File: src/rtl/fp_mac_acc.sv
// Fixed-point multiply-accumulate: signed integer activations times Q0.F weights, summed over
// a vector, then rounded half-up into an N-bit result. Define MAC_SAT_EN to saturate instead of wrap.
module fp_mac_acc #(
  parameter int N     = 8,
  parameter int F     = 7,
  parameter int ACC_W = 20
) (
  input  logic                clk,
  input  logic                rst,
  input  logic                in_valid,
  output logic                in_ready,
  input  logic signed [N-1:0] in_a,
  input  logic signed [N-1:0] in_b,
  input  logic                in_last,
  output logic                out_valid,
  input  logic                out_ready,
  output logic signed [N-1:0] out_result,
  output logic [7:0]          out_count
);

  // Width of the rounded value before it is reduced to N bits.
  localparam int RW = ACC_W + 1 - F;

  localparam logic signed [ACC_W:0]  ROUND_HALF = (ACC_W+1)'(1) << (F - 1);
  localparam logic signed [RW-1:0]   SAT_MAX    = RW'((2 ** (N - 1)) - 1);
  localparam logic signed [RW-1:0]   SAT_MIN    = RW'(-(2 ** (N - 1)));

  typedef enum logic [1:0] {
    IDLE,
    ACCUM,
    DONE
  } state_t;

  state_t                   r_state;
  logic signed [ACC_W-1:0]  r_acc;
  logic signed [N-1:0]      r_result;
  logic [7:0]               r_count;
  logic                     r_valid;

  logic signed [2*N-1:0]    w_prod;
  logic signed [ACC_W-1:0]  w_prod_ext;
  logic signed [ACC_W-1:0]  w_acc_next;
  logic signed [ACC_W:0]    w_round_sum;
  logic signed [RW-1:0]     w_rounded;
  logic signed [N-1:0]      w_result;

  assign w_prod     = in_a * in_b;
  assign w_prod_ext = ACC_W'(w_prod);

  // The first beat of a vector loads the accumulator rather than adding to it.
  assign w_acc_next = (r_state == IDLE) ? w_prod_ext : r_acc + w_prod_ext;

  // One extra bit keeps the rounding offset from overflowing a full-scale accumulator.
  assign w_round_sum = (ACC_W+1)'(w_acc_next) + ROUND_HALF;
  assign w_rounded   = RW'(w_round_sum >>> F);

  // NOTE: always_comb assigns its output on every path; a missing branch would infer a latch.
  always_comb begin
    w_result = w_rounded[N-1:0];
`ifdef MAC_SAT_EN
    if (w_rounded > SAT_MAX) begin
      w_result = SAT_MAX[N-1:0];
    end else if (w_rounded < SAT_MIN) begin
      w_result = SAT_MIN[N-1:0];
    end
`endif
  end

  // NOTE: sequential state uses non-blocking assignments so every register samples pre-edge values.
  always_ff @(posedge clk) begin
    if (rst) begin
      r_state  <= IDLE;
      r_acc    <= '0;
      r_result <= '0;
      r_count  <= '0;
      r_valid  <= 1'b0;
    end else begin
      case (r_state)
        IDLE: begin
          if (in_valid) begin
            r_acc   <= w_acc_next;
            r_count <= 8'd1;
            if (in_last) begin
              r_result <= w_result;
              r_valid  <= 1'b1;
              r_state  <= DONE;
            end else begin
              r_state  <= ACCUM;
            end
          end
        end
        ACCUM: begin
          if (in_valid) begin
            r_acc <= w_acc_next;
            if (r_count != 8'hFF) begin
              r_count <= r_count + 8'd1;
            end
            if (in_last) begin
              r_result <= w_result;
              r_valid  <= 1'b1;
              r_state  <= DONE;
            end
          end
        end
        DONE: begin
          if (out_ready) begin
            r_acc   <= '0;
            r_count <= '0;
            r_valid <= 1'b0;
            r_state <= IDLE;
          end
        end
        default: begin
          r_valid <= 1'b0;
          r_state <= IDLE;
        end
      endcase
    end
  end

  assign in_ready   = !rst && (r_state != DONE);
  assign out_valid  = r_valid;
  assign out_result = r_result;
  assign out_count  = r_count;

endmodule

File: config.mk
export PLATFORM = sky130hd
export DESIGN_NAME = fp_mac_acc
export DESIGN_NICKNAME = d
export VERILOG_FILES = /design/src/rtl/fp_mac_acc.sv
export SDC_FILE = /design/constraint.sdc
export NUM_CORES = 1
export LEC_CHECK = 0
export BUFFER_PORTS_ARGS = -buffer_cell sky130_fd_sc_hd__clkbuf_2
export CAP_MARGIN = 20
export CORE_ASPECT_RATIO = 0.5
export CORE_MARGIN = 4
export CORE_UTILIZATION = 45
export DETAILED_ROUTE_END_ITERATION = 10
export PLACE_DENSITY = 0.63
export SLEW_MARGIN = 20
export SYNTH_ARGS = -nofsm -noshare
export SYNTH_HDL_FRONTEND = slang
export SYNTH_SLANG_ARGS = --single-unit
File: constraint.sdc
create_clock -name clk -period 8.4 [get_ports clk]
set_clock_uncertainty 0.15 [all_clocks]
set_input_delay 1.68 -clock clk [delete_from_list [all_inputs] [get_ports clk]]
set_output_delay 1.68 -clock clk [all_outputs]
set_load 0.1 [all_outputs]
# Yosys cells after proc, flatten, opt, wreduce, memory -nomap -nowiden
# Cells that the tools add are included.
[word_totals] output_inout_bits=18 elab_cells=50 ff_bits=39 in_bits=21
[classes] n_mux=19 reduce_logical=11 eq_ne=11 add_sub_neg=3 multipliers=1
[op_table] cell="20-bit two-way mux" count=3
[op_table] cell="20-bit case mux with 2 select lines" count=1
[op_table] cell="8-bit two-way mux" count=4
[op_table] cell="8-bit case mux with 3 select lines" count=1
[op_table] cell="20-bit by 16-bit adder with 20-bit output" count=1
[op_table] cell="8-bit by 8-bit multiplier with 16-bit output" count=1
[op_table] cell="15-bit by 8-bit adder with 15-bit output (second input constant)" count=1
[op_table] cell="2-bit inequality test (second input constant)" count=6
[op_table] cell="2-bit two-way mux" count=5
[op_table] cell="3-bit AND reduction" count=3
[op_table] cell="8-bit by 1-bit adder with 8-bit output (second input constant)" count=1
[op_table] cell="8-bit inequality test (second input constant)" count=1
[op_table] cell="2-bit case mux with 3 select lines" count=1
[op_table] cell="5-bit AND reduction" count=1
[op_table] cell="2-bit by 1-bit inequality test with 1-bit output (second input constant)" count=2
[op_table] cell="4-bit AND reduction" count=1
[op_table] cell="1-bit two-way mux" count=3
[op_table] cell="3-bit nonzero test" count=1
[op_table] cell="2-bit by 1-bit == test with 1-bit output (second input constant)" count=1
[op_table] cell="2-bit == test (second input constant)" count=1
[op_table] cell="2-bit logical NOT" count=1
[op_table] cell="1-bit case mux with 2 select lines" count=1
[op_table] cell="2-bit nonzero test" count=1
[op_table] cell="2-bit OR reduction" count=1
[op_table] cell="2 further kinds" count=2

# Longest topological paths before layout
[depth] ltp_word=5 ltp_mapped=28

# Worst setup path after synthesis
# OpenSTA, ideal clock, no wires.
[synth_path] kind="in2reg" from="input in_b[6]" to="register r_result[6] (netlist: out_result[6])" required_ns=8.180 t_arrival_ns=7.507 slack_ns=0.673 cell_stages=21 path_buffers=1 cell_sequence="clkbuf_1 nand2_1 fa_1 fa_1 inv_1 fa_1 inv_1 fa_1 inv_1 ha_1 xnor2_1 ha_1 a21o_1 or3_1 o221a_1 or4b_4 nand3_2 or4b_4 o31a_1 or3_1 a21oi_1"
[synth_between] elab_chain_len=4
[synth_rtl] item="start, declared" line_no="13" text="input logic signed [N-1:0] in_b,"
[synth_rtl] item="8-bit by 8-bit multiplier with 16-bit output *" line_no="47" text="assign w_prod = in_a * in_b;"
[synth_rtl] item="20-bit by 16-bit adder with 20-bit output" line_no="51" text="assign w_acc_next = (r_state == IDLE) ? w_prod_ext : r_acc + w_prod_ext;"
[synth_rtl] item="20-bit two-way mux *" line_no="51"
[synth_rtl] item="15-bit by 8-bit adder with 15-bit output *" line_no="54" text="assign w_round_sum = (ACC_W+1)'(w_acc_next) + ROUND_HALF;"
[synth_rtl] item="end signal, assigned" line_no="84" text="r_result <= w_result;"
[synth_rtl] item="end signal, assigned" line_no="99" text="r_result <= w_result;"
[synth_rtl] item="end, declared" line_no="36" text="logic signed [N-1:0] r_result;"
# Mark *: on every way between the ends. The rest lies on a longest branch, timed or not.
# A chain may end at the register's enable or synchronous reset.

# Worst setup path after layout
[layout_path] from="input in_b[4]" to="register r_result[6] (netlist: out_result[6])"
# The elaborated chain is that of the path after synthesis.

==> impl_results.md <==
- Outcome: completed
- Die height: 81.17 um
- Cts hold-fix bufs: 0
- MaxCap Viol Count: 0
- Worst-Margin Slew: roughly 0.71 ns
- Hold WC Path Type: reg2reg
- Die width: approximately 150 um
- Row count: 26
- Final setup violation count: 0
- Gates resized, CTS repair: 0
- Grt total ovfl: 0
- Final Hold Vio Count: 0
- Distinct cells, synth: 51
- I/O pins: 39
- Final Non-Filler Cells: 756
- Worst R2R Path Depth: 10
- RSZ-0062 raised after global routing: no
- Largest cells by area after synthesis: fa_1, dfxtp_1, ha_1, inv_1, and2_1
- Post-CTS setup buffers: 0
- Netlist Area Pre-Place: roughly 4800 sq um
- Synth area leader: fa_1
- Slew headroom: between 50% and 60%
- Placed cells: 748
- Pwr/cell area: around 410 nW/um^2
- Root Buffer: clkbuf_16
- Hold path cells: 2
- Post-synth ARST share: 0%
- Clk pwr share: 8.6%
- Crit-path max FO: 8
- Switching share of power: 52.38%
- Seq pwr share: 10.2%
- P&R area growth vs syn: 9.114%
- Final period util: 91.91%
- Layout cells sized above 1: 9.740%
- Post-layout worst setup margin: a little under 0.7 ns
- GP Congestion: approximately 0.85
- Yosys warns: 0
- Number of global-route vias before repair: about 3.8k
- Fmax: approximately 0.13 GHz
- Diode count: 0
- Vias post-DR: 3816
- Post-synth top cells: inv_1, nand2_1, fa_1
- Vias per Instance: roughly 5.0
- Remaining DRCs: 0
- Worst setup EP type: register
- Setup slack, reg-to-reg: 4.94 ns
- Count of clock tree sinks: 34
- Setup WS pre-CTS: 0.3724 ns
- CTS tree: yes
- Avg WL per Cell: around 14 um
- Main synth FF type: dfxtp_1
- Clock Path Buffers: 2
- Syn Inst Count: 583
- Core area: ~10000 sq um
- Tmin final: approximately 7.7 ns
- Synthesized area per cell: between 8 and 9 sq um
- EDFF count, synth: 0
- First-pass GRT wire length: 18.16 mm
- Initial detailed-routing violation count: approximately 120
- Net Switching: ~1.1 mW
- CTS buffer count: 5
- Final nets: 736
- Post-route ant nets: 0
- Worst-Skew Late Latency: 0.28 ns
- Gate power share: 81.2%
- Port buffer count: 38
- Sequential fraction of the synthesis area: around 14%
- Initial antenna violation count: 0
- Initial Util: a little under half
- Maximum number of pins on one net before global-route repair: 29
- Synth top area share: approximately 22%
- Internal power consumption: slightly above 1 mW
- Arrival time worst endpoint: 7.78 ns
- Crit path launch type: input port
- # fillers: 1006
- DRT Wirelength: about 10 mm
- CP required: about 8.5 ns
- H-tree Lvls: 2
- Final HPWL DP: roughly 8.7 mm
- Drt pass-1 iters: 4
- Clk slew on worst S/H paths: 0.05 ns
- Synth Register Bits: 34
- Worst VDD drop: around 0.19 mV
- Total Routing Usage GR: between 15 and 20%
- Die area: between 10000 and 15000 sq um
- Count leader, synth: inv_1
- CP Class: in2reg
- Leakage: between 2 and 3 nW
- Mapped Nets: about 700
- Final Max Tran Viols: 0
- Final setup TNS: 0 ns
through the flow:
step | total power [mW] | instance area, sq um | hold WS, ns | util (%)
2_1_floorplan | 1.657 | 4818 | 0.2815 | -
3_3_place_gp | 1.954 | 5104 | 0.2907 | 49.49
3_5_place_dp | 1.975 | 5104 | 0.3026 | 49.49
4_1_cts | 2.174 | 5255 | 0.3141 | 50.96
5_1_grt | 2.418 | 5258 | 0.3345 | 50.98
6_report | 2.163 | 5258 | 0.3079 | 50.98
critical path, cell delays in order:
cell	delay, ns
clkbuf_2	0.15
and2_1	0.20
fa_1	0.53
inv_1	0.05
fa_1	0.48
inv_1	0.06
fa_1	0.52
inv_1	0.06
fa_1	0.53
inv_1	0.04
ha_1	0.35
xnor2_1	0.24
ha_1	0.32
a21o_1	0.22
or3_1	0.30
o221a_1	0.27
or4b_4	0.49
nand3_2	0.12
or4b_4	0.49
o31a_1	0.25
or3_1	0.30
a21oi_1	0.13
kinds of logic after synthesis:
family	Yosys count	synth area share, %
simple gates	187	20.07
buf+inv	110	9.296
fa+ha+maj	100	34.22
flops	34	14.13
compound gates	114	15.17
mux	8	1.662
xor+xnor	30	5.453
layout by cell type, fill, tap and decap left out, drive strengths merged, types with 3 or more instances in the layout:
cell / netlist / layout
inv: 96 / 96
nand2: 54 / 54
fa: 53 / 53
ha: 47 / 47
clkbuf: 8 / 44
and2: 43 / 43
dfxtp: 34 / 34
nor2: 34 / 34
o21ai: 31 / 31
a21oi: 29 / 29
xnor2: 17 / 17
xor2: 13 / 13
nor3: 11 / 11
nor2b: 10 / 10
a21o: 10 / 10
mux2i: 8 / 8
a211oi: 7 / 7
nand2b: 6 / 6
a22o: 6 / 6
o21a: 5 / 5
a31oi: 5 / 5
or3: 5 / 5
and3: 4 / 4
o211ai: 4 / 4
nor3b: 4 / 4
nand4: 4 / 4
nor4: 3 / 3
o31a: 3 / 3
sequential cells by signal (all words and copies together), names as in the netlist:
signal	count
out_result	8
out_count	8
out_valid	1
r_acc	15
r_state	2
path summary, 6_finish.rpt:
path / from / endpoint
hold reg to reg: out_result[3] / out_result[3]
setup reg to reg: r_acc[7] / out_result[6]
hold / removal: out_result[3] / out_result[3]
setup / recovery: in_b[4] / out_result[6]
area by class of cell:
| class | instances | area [sq um] | area share, % |
|---|---|---|---|
| inverter | 96 | 360.3 | 6.854 |
| clock inverter | 2 | 12.51 | 0.2380 |
| timing repair buffer | 39 | 197.7 | 3.760 |
| sequential | 34 | 680.7 | 12.95 |
| tap | 140 | 175.2 | 3.332 |
| clock buffer | 6 | 138.9 | 2.642 |
| multi-input combinational | 439 | 3692 | 70.23 |
per-layer routing:
| layer | up-vias | wire length (um) | track usage, % |
|---|---|---|---|
| li1 | 1968 | - | - |
| met1 | 1765 | 5720 | 25.93 |
| met2 | 75 | 4195 | 28.48 |
| met3 | 8 | 378 | 2.235 |
| met4 | 0 | 65 | 2.907 |
| met5 | - | 0 | 0 |
power groups by stage:
stage / logic (mW) / registers (mW) / clock network (mW)
after CTS: 1.76 / 0.222 / 0.192
after global routing: 2.00 / 0.226 / 0.196
after global placement: 1.73 / 0.224 / 0
after floorplan: 1.33 / 0.325 / 0
final: 1.76 / 0.221 / 0.185
after detailed placement: 1.75 / 0.224 / 0
No activity file was read; power rests on OpenSTA's default activity.
